<file path="src/rtl/ham74_pkg.sv">
// rtl/ham74_pkg.sv - shared Hamming(7,4) constants, FSM states and encoder function
package ham74_pkg;

  localparam int CODE_W = 7;
  localparam int DATA_W = 4;

  localparam logic [2:0] ERR_NONE = 3'd7;

  localparam int POS_P1 = 0;
  localparam int POS_P2 = 1;
  localparam int POS_D0 = 2;
  localparam int POS_P3 = 3;
  localparam int POS_D1 = 4;
  localparam int POS_D2 = 5;
  localparam int POS_D3 = 6;

  typedef enum logic [1:0] {
    ST_IDLE,
    ST_START,
    ST_DATA,
    ST_STOP
  } tx_state_t;

  // err_pos 0..6 flips that codeword bit so the decoder's correction path can be exercised
  function automatic logic [CODE_W-1:0] ham74_encode(input logic [DATA_W-1:0] d,
                                                      input logic [2:0]        err_pos);
    logic [CODE_W-1:0] c;
    c[POS_P1] = d[0] ^ d[1] ^ d[3];
    c[POS_P2] = d[0] ^ d[2] ^ d[3];
    c[POS_D0] = d[0];
    c[POS_P3] = d[1] ^ d[2] ^ d[3];
    c[POS_D1] = d[1];
    c[POS_D2] = d[2];
    c[POS_D3] = d[3];
    if (err_pos != ERR_NONE) begin
      c[err_pos] = ~c[err_pos];
    end
    return c;
  endfunction

endpackage

</file>
<file path="src/rtl/ham74_sync_fifo.sv">
// rtl/ham74_sync_fifo.sv - synchronous FIFO with wrap-bit pointers
module ham74_sync_fifo #(
  parameter int DATA_W = 7,
  parameter int DEPTH  = 4
) (
  input  logic              clk,
  input  logic              rst_n,
  input  logic              push,
  input  logic [DATA_W-1:0] push_data,
  input  logic              pop,
  output logic [DATA_W-1:0] pop_data,
  output logic              full,
  output logic              empty
);

  localparam int AW = $clog2(DEPTH);

  logic [DATA_W-1:0] mem [DEPTH];
  logic [AW:0]       wr_ptr;
  logic [AW:0]       rd_ptr;
  logic              do_push;
  logic              do_pop;

  // full is derived from registered pointers only, so a same-cycle pop never frees a slot early
  assign full     = (wr_ptr[AW] != rd_ptr[AW]) && (wr_ptr[AW-1:0] == rd_ptr[AW-1:0]);
  assign empty    = (wr_ptr == rd_ptr);
  assign do_push  = push && !full;
  assign do_pop   = pop && !empty;
  assign pop_data = mem[rd_ptr[AW-1:0]];

  always_ff @(posedge clk) begin
    if (do_push) begin
      mem[wr_ptr[AW-1:0]] <= push_data;
    end
  end

  always_ff @(posedge clk) begin
    if (!rst_n) begin
      wr_ptr <= '0;
      rd_ptr <= '0;
    end else begin
      if (do_push) wr_ptr <= wr_ptr + 1'b1;
      if (do_pop)  rd_ptr <= rd_ptr + 1'b1;
    end
  end

endmodule

</file>
<file path="src/rtl/hamming74_encoder_tx.sv">
// rtl/hamming74_encoder_tx.sv - Hamming(7,4) encoder with error injection and framed serial transmitter
module hamming74_encoder_tx
  import ham74_pkg::*;
#(
  parameter int CLKS_PER_BIT = 4,
  parameter int FIFO_DEPTH   = 4,
  parameter int CNT_W        = 8
) (
  input  logic             clk,
  input  logic             rst_n,
  input  logic             in_valid,
  output logic             in_ready,
  input  logic [3:0]       in_data,
  input  logic [2:0]       err_pos,
  output logic             tx,
  output logic             busy,
  output logic [CNT_W-1:0] frames_sent
);

  localparam int BAUD_W = (CLKS_PER_BIT > 1) ? $clog2(CLKS_PER_BIT) : 1;
  localparam logic [BAUD_W-1:0] BAUD_LAST = BAUD_W'(CLKS_PER_BIT - 1);
  localparam logic [2:0]        BIT_LAST  = 3'(CODE_W - 1);

  tx_state_t         state;
  logic [BAUD_W-1:0] baud;
  logic [2:0]        bit_idx;
  logic [CODE_W-1:0] sreg;

  logic              fifo_full;
  logic              fifo_empty;
  logic              fifo_pop;
  logic [CODE_W-1:0] fifo_dout;
  logic [CODE_W-1:0] codeword;

  assign in_ready = rst_n && !fifo_full;
  assign codeword = ham74_encode(in_data, err_pos);
  assign fifo_pop = (state == ST_IDLE) && !fifo_empty;
  assign busy     = !fifo_empty || (state != ST_IDLE);

  ham74_sync_fifo #(
    .DATA_W (CODE_W),
    .DEPTH  (FIFO_DEPTH)
  ) u_fifo (
    .clk       (clk),
    .rst_n     (rst_n),
    .push      (in_valid && in_ready),
    .push_data (codeword),
    .pop       (fifo_pop),
    .pop_data  (fifo_dout),
    .full      (fifo_full),
    .empty     (fifo_empty)
  );

  // tx is driven from the state held during the edge, so the line lags the FSM by one cycle
  always_ff @(posedge clk) begin
    if (!rst_n) begin
      state       <= ST_IDLE;
      tx          <= 1'b1;
      baud        <= '0;
      bit_idx     <= '0;
      sreg        <= '0;
      frames_sent <= '0;
    end else begin
      case (state)
        ST_IDLE: begin
          tx <= 1'b1;
          if (!fifo_empty) begin
            sreg  <= fifo_dout;
            baud  <= '0;
            state <= ST_START;
          end
        end
        ST_START: begin
          tx <= 1'b0;
          if (baud == BAUD_LAST) begin
            baud    <= '0;
            bit_idx <= '0;
            state   <= ST_DATA;
          end else begin
            baud <= baud + 1'b1;
          end
        end
        ST_DATA: begin
          tx <= sreg[bit_idx];
          if (baud == BAUD_LAST) begin
            baud <= '0;
            if (bit_idx == BIT_LAST) begin
              state <= ST_STOP;
            end else begin
              bit_idx <= bit_idx + 1'b1;
            end
          end else begin
            baud <= baud + 1'b1;
          end
        end
        ST_STOP: begin
          tx <= 1'b1;
          if (baud == BAUD_LAST) begin
            baud        <= '0;
            frames_sent <= frames_sent + 1'b1;
            state       <= ST_IDLE;
          end else begin
            baud <= baud + 1'b1;
          end
        end
        default: begin
          tx    <= 1'b1;
          state <= ST_IDLE;
        end
      endcase
    end
  end

endmodule

</file>
<file path="config.mk">
export PLATFORM = sky130hd
export DESIGN_NAME = hamming74_encoder_tx
export DESIGN_NICKNAME = d
export VERILOG_FILES = /design/src/rtl/ham74_pkg.sv /design/src/rtl/ham74_sync_fifo.sv /design/src/rtl/hamming74_encoder_tx.sv
export SDC_FILE = /design/constraint.sdc
export NUM_CORES = 1
export LEC_CHECK = 0
export CORE_ASPECT_RATIO = 0.5
export CORE_MARGIN = 3
export CORE_UTILIZATION = 52
export CTS_CLUSTER_SIZE = 25
export DETAILED_ROUTE_END_ITERATION = 10
export GPL_TIMING_DRIVEN = 0
export PLACE_DENSITY = 0.81
export SLEW_MARGIN = 20
export SYNTH_ARGS = -nofsm -noshare
export SYNTH_HDL_FRONTEND = slang
export SYNTH_SLANG_ARGS = --single-unit
</file>
<file path="constraint.sdc">
create_clock -name clk -period 1.85 [get_ports clk]
set_clock_uncertainty 0.1 [all_clocks]
set_input_delay 0.37 -clock clk [delete_from_list [all_inputs] [get_ports clk]]
set_output_delay 0.37 -clock clk [all_outputs]
set_load 0.03 [all_outputs]
</file>
==> results.sh <==
export IMPL_clock_fmax_mhz=469
export IMPL_seqCellArea_um2=1440
export IMPL_clock_path_buffers=2
export IMPL_syn_area_um2=2820
export IMPL_cpPeakStageDelay_ns=0.52
export IMPL_fin_tns_setup_ns=-0.698
export IMPL_synth_main_ff_cell="dfxtp_1"
export IMPL_final_max_slew_viol_count=0
export IMPL_fin_ws_ns=-0.280
export IMPL_start_util=0.556
export IMPL_synth_edf_count=28
export IMPL_vias_per_cell=5.47
export IMPL_ys_seq_area_frac=0.504
export IMPL_io_buffers=19
export IMPL_syn_avg_cell_area_um2=12.4
export IMPL_ir_drop_mv=0.654
export IMPL_ys_warn_count=0
export IMPL_power_switching_mw=1.37
export IMPL_crit_slowest_cell="or4b_4"
export IMPL_crit_end="busy"
export IMPL_powerDensity_nw_per_um2=1180
export IMPL_cp_start_kind="register"
export IMPL_grt_pass1_vias=1856
export IMPL_grt_ovfl_total=0
export IMPL_worstReg2RegStart="u_fifo.rd_ptr[1]"
export IMPL_comb_power_share=0.337
export IMPL_reg2reg_slack_ns=-0.03
export IMPL_critPathKind="reg2out"
export IMPL_clock_sinks=57
export IMPL_wl_per_cell_um=15.9
export IMPL_nets=294
export IMPL_die_y_um=58.1
export IMPL_area_growth_pct=21.7
export IMPL_r2r_cells=6
export IMPL_placed_area_um2=3100
export IMPL_hold_buffers=0
export IMPL_tightest_slew_ns=0.455
export IMPL_multi_input_area_um2=1340
export IMPL_finalCritPeriodShare=1.15
export IMPL_hpwl_um=3500
export IMPL_crit_path_end_kind="primary output"
export IMPL_dp_cells=316
export IMPL_rows=18
export IMPL_switching_share=0.337
export IMPL_drt_pass1_iter_count=4
export IMPL_async_reset_ff_frac=0
export IMPL_wirelength_um=5480
export IMPL_setup_violations=9
export IMPL_worstHoldPathType="in2reg"
export IMPL_antenna_left=0
export IMPL_worst_ep_arrival_time_ns=1.66
export IMPL_power_mw=4.06
export IMPL_syn_inst=227
export IMPL_place_ws_ns=-0.570
export IMPL_crit_fanout=2
export IMPL_ys_seq_elements=57
export IMPL_path_cells="xor2_2, buf_4, or4b_4, buf_6"
export IMPL_status="finished, violations left"
export IMPL_grt_pass1_wl_um=8710
export IMPL_fillers=357
export IMPL_holdWs_ns=0.358
export IMPL_worst_ep_required_time_ns=1.38
export IMPL_design_area_um2=3430
export IMPL_first_iter_violations=105
export IMPL_relSlewSlack=0.697
export IMPL_final_util=0.677
export IMPL_seq_power_share=0.399
export IMPL_fp_dieW_um=110
export IMPL_grtUsageTotal=0.181
export IMPL_core_area_um2=5070
export IMPL_diodes=0
export IMPL_numCtsBuffers=9
export IMPL_dieArea_um2=6390
export IMPL_clkSlewWorstSetupHoldPaths_ns=0.07
export IMPL_power_leakage_nw=1.32
export IMPL_grt_max_degree=14
export IMPL_p_int_mw=2.69
export IMPL_cp_startpoint="u_fifo.rd_ptr[2]"
export IMPL_htree_levels=3
export IMPL_min_from="rst_n"
export IMPL_syn_nets=251
export IMPL_tritoncts="done"
export IMPL_gp_congestion=0.796
export IMPL_antenna_found_initial=0
export IMPL_drv_cap=0
export IMPL_min_period_ns=2.13
export IMPL_rsz0062_at_grt="yes"
export IMPL_r2r_end="u_fifo.mem[3][4]"
export IMPL_top_level_ports=21
export IMPL_yosysUniqueCellTypes=38
export IMPL_clkLatencyLatePin_ns=0.33
export IMPL_drc=0
export IMPL_via_count=1886
export IMPL_violations="setup timing"
export IMPL_cts_root_buf="clkbuf_8"
export IMPL_hold_viol_final=0
export IMPL_drive_above_1_share=0.215
export IMPL_fin_cells=345
export IMPL_p_clk_frac=0.264
[power by group through the flow]
stage / registers (mW) / clock network [mW] / logic (mW)
floorplan: 1.61 / 0 / 0.876
global placement: 1.61 / 0 / 1.11
detailed placement: 1.62 / 0 / 1.15
CTS: 1.59 / 1.09 / 1.24
global route: 1.64 / 1.15 / 1.47
finish: 1.62 / 1.07 / 1.37
[registers in the layout (all words and copies together), names as in the netlist]
register       count
frames_sent        8
tx                 1
baud               2
u_fifo.rd_ptr      3
state              2
u_fifo.wr_ptr      3
u_fifo.mem        28
bit_idx            3
sreg               7
[routing by layer]
metal	global-route usage	up-vias	wire length [µm]
met3	0.0478	15	212
li1	-	908	-
met4	0.0702	0	167
met2	0.328	55	2850
met5	0	-	0
met1	0.206	908	2250
[what timing repair did]
action,4_1_cts,5_1_grt
resized for setup,34,15
setup buffers,9,9
gates cloned,0,0
pin swaps,4,4
endpoints found under the setup margin,37,46
[worst min-delay path by stage]
stage	end	slack [ns]	cells after the start
final	u_fifo.rd_ptr[1]	0.36	3
after global routing	u_fifo.rd_ptr[1]	0.38	3
after CTS	sreg[4]	0.33	3
after detailed placement	sreg[0]	0.36	2
after global placement	sreg[0]	0.36	2
after floorplan	sreg[4]	0.34	2
[cell type report]
class	count	area share
Sequential cell	57	0.419
Multi-Input combinational cell	151	0.392
Timing Repair Buffer	36	0.0937
Clock buffer	9	0.0361
Tap cell	70	0.0255
Clock inverter	7	0.0171
Buffer	9	0.0106
Inverter	6	0.00656
[cells in the final DEF, fill, tap and decap left out, types with 3 or more instances in the layout]
master	count
dfxtp_1	23
nand2_1	24
edfxtp_1	28
nand3b_1	3
and4_4	3
and2_1	8
xor2_1	8
dfxtp_4	3
clkbuf_1	7
inv_1	6
nor2b_1	5
clkbuf_8	9
nand3_1	10
buf_4	15
ha_1	13
buf_6	4
xnor2_1	14
mux2i_1	9
mux4_1	7
nand4_1	5
dlygate4sd2_1	7
o21ai_0	10
dfxtp_2	3
clkdlybuf4s50_1	9
nor3b_1	3
inv_6	5
[cells in the mapped netlist, types with 2 or more instances]
cell	count	area (µm²)
a21boi_0	2	15.0
and2_1	11	68.8
and3_1	2	12.5
and4_1	3	26.3
buf_6	3	33.8
clkbuf_1	9	33.8
dfxtp_1	29	581
edfxtp_1	28	841
ha_1	14	175
inv_1	6	22.5
mux2i_1	9	90.1
mux4_1	7	184
nand2_1	24	90.1
nand3_1	10	50.1
nand3b_1	3	22.5
nand4_1	5	31.3
nor2_1	2	7.51
nor2b_1	5	31.3
nor3_1	2	10.0
nor3b_1	3	22.5
o2111ai_1	2	17.5
o211ai_1	2	15.0
o21ai_0	10	50.1
xnor2_1	14	123
xor2_1	8	70.1
xor2_2	2	32.5
[cell families (layout without fill, tap and decap cells)]
logic type	Yosys count	count (layout)	synth area share
AOI/OAI and AO/OA	20	20	0.0559
and+or+nand+nor	75	75	0.149
DFF	57	57	0.504
xor gates and xnor gates	25	25	0.0897
buffers and inverters	19	67	0.0337
adders and majority gates	14	14	0.0621
muxes	17	17	0.105
[worst max-delay path: cells and delay by family, from the launching register on]
kind / cells / cell delay [ns]
xor gates and xnor gates: 1 / 0.17
and+or+nand+nor: 1 / 0.52
buffers and inverters: 2 / 0.30
DFF: 1 / 0.34
No activity file was read; power rests on OpenSTA's default activity.
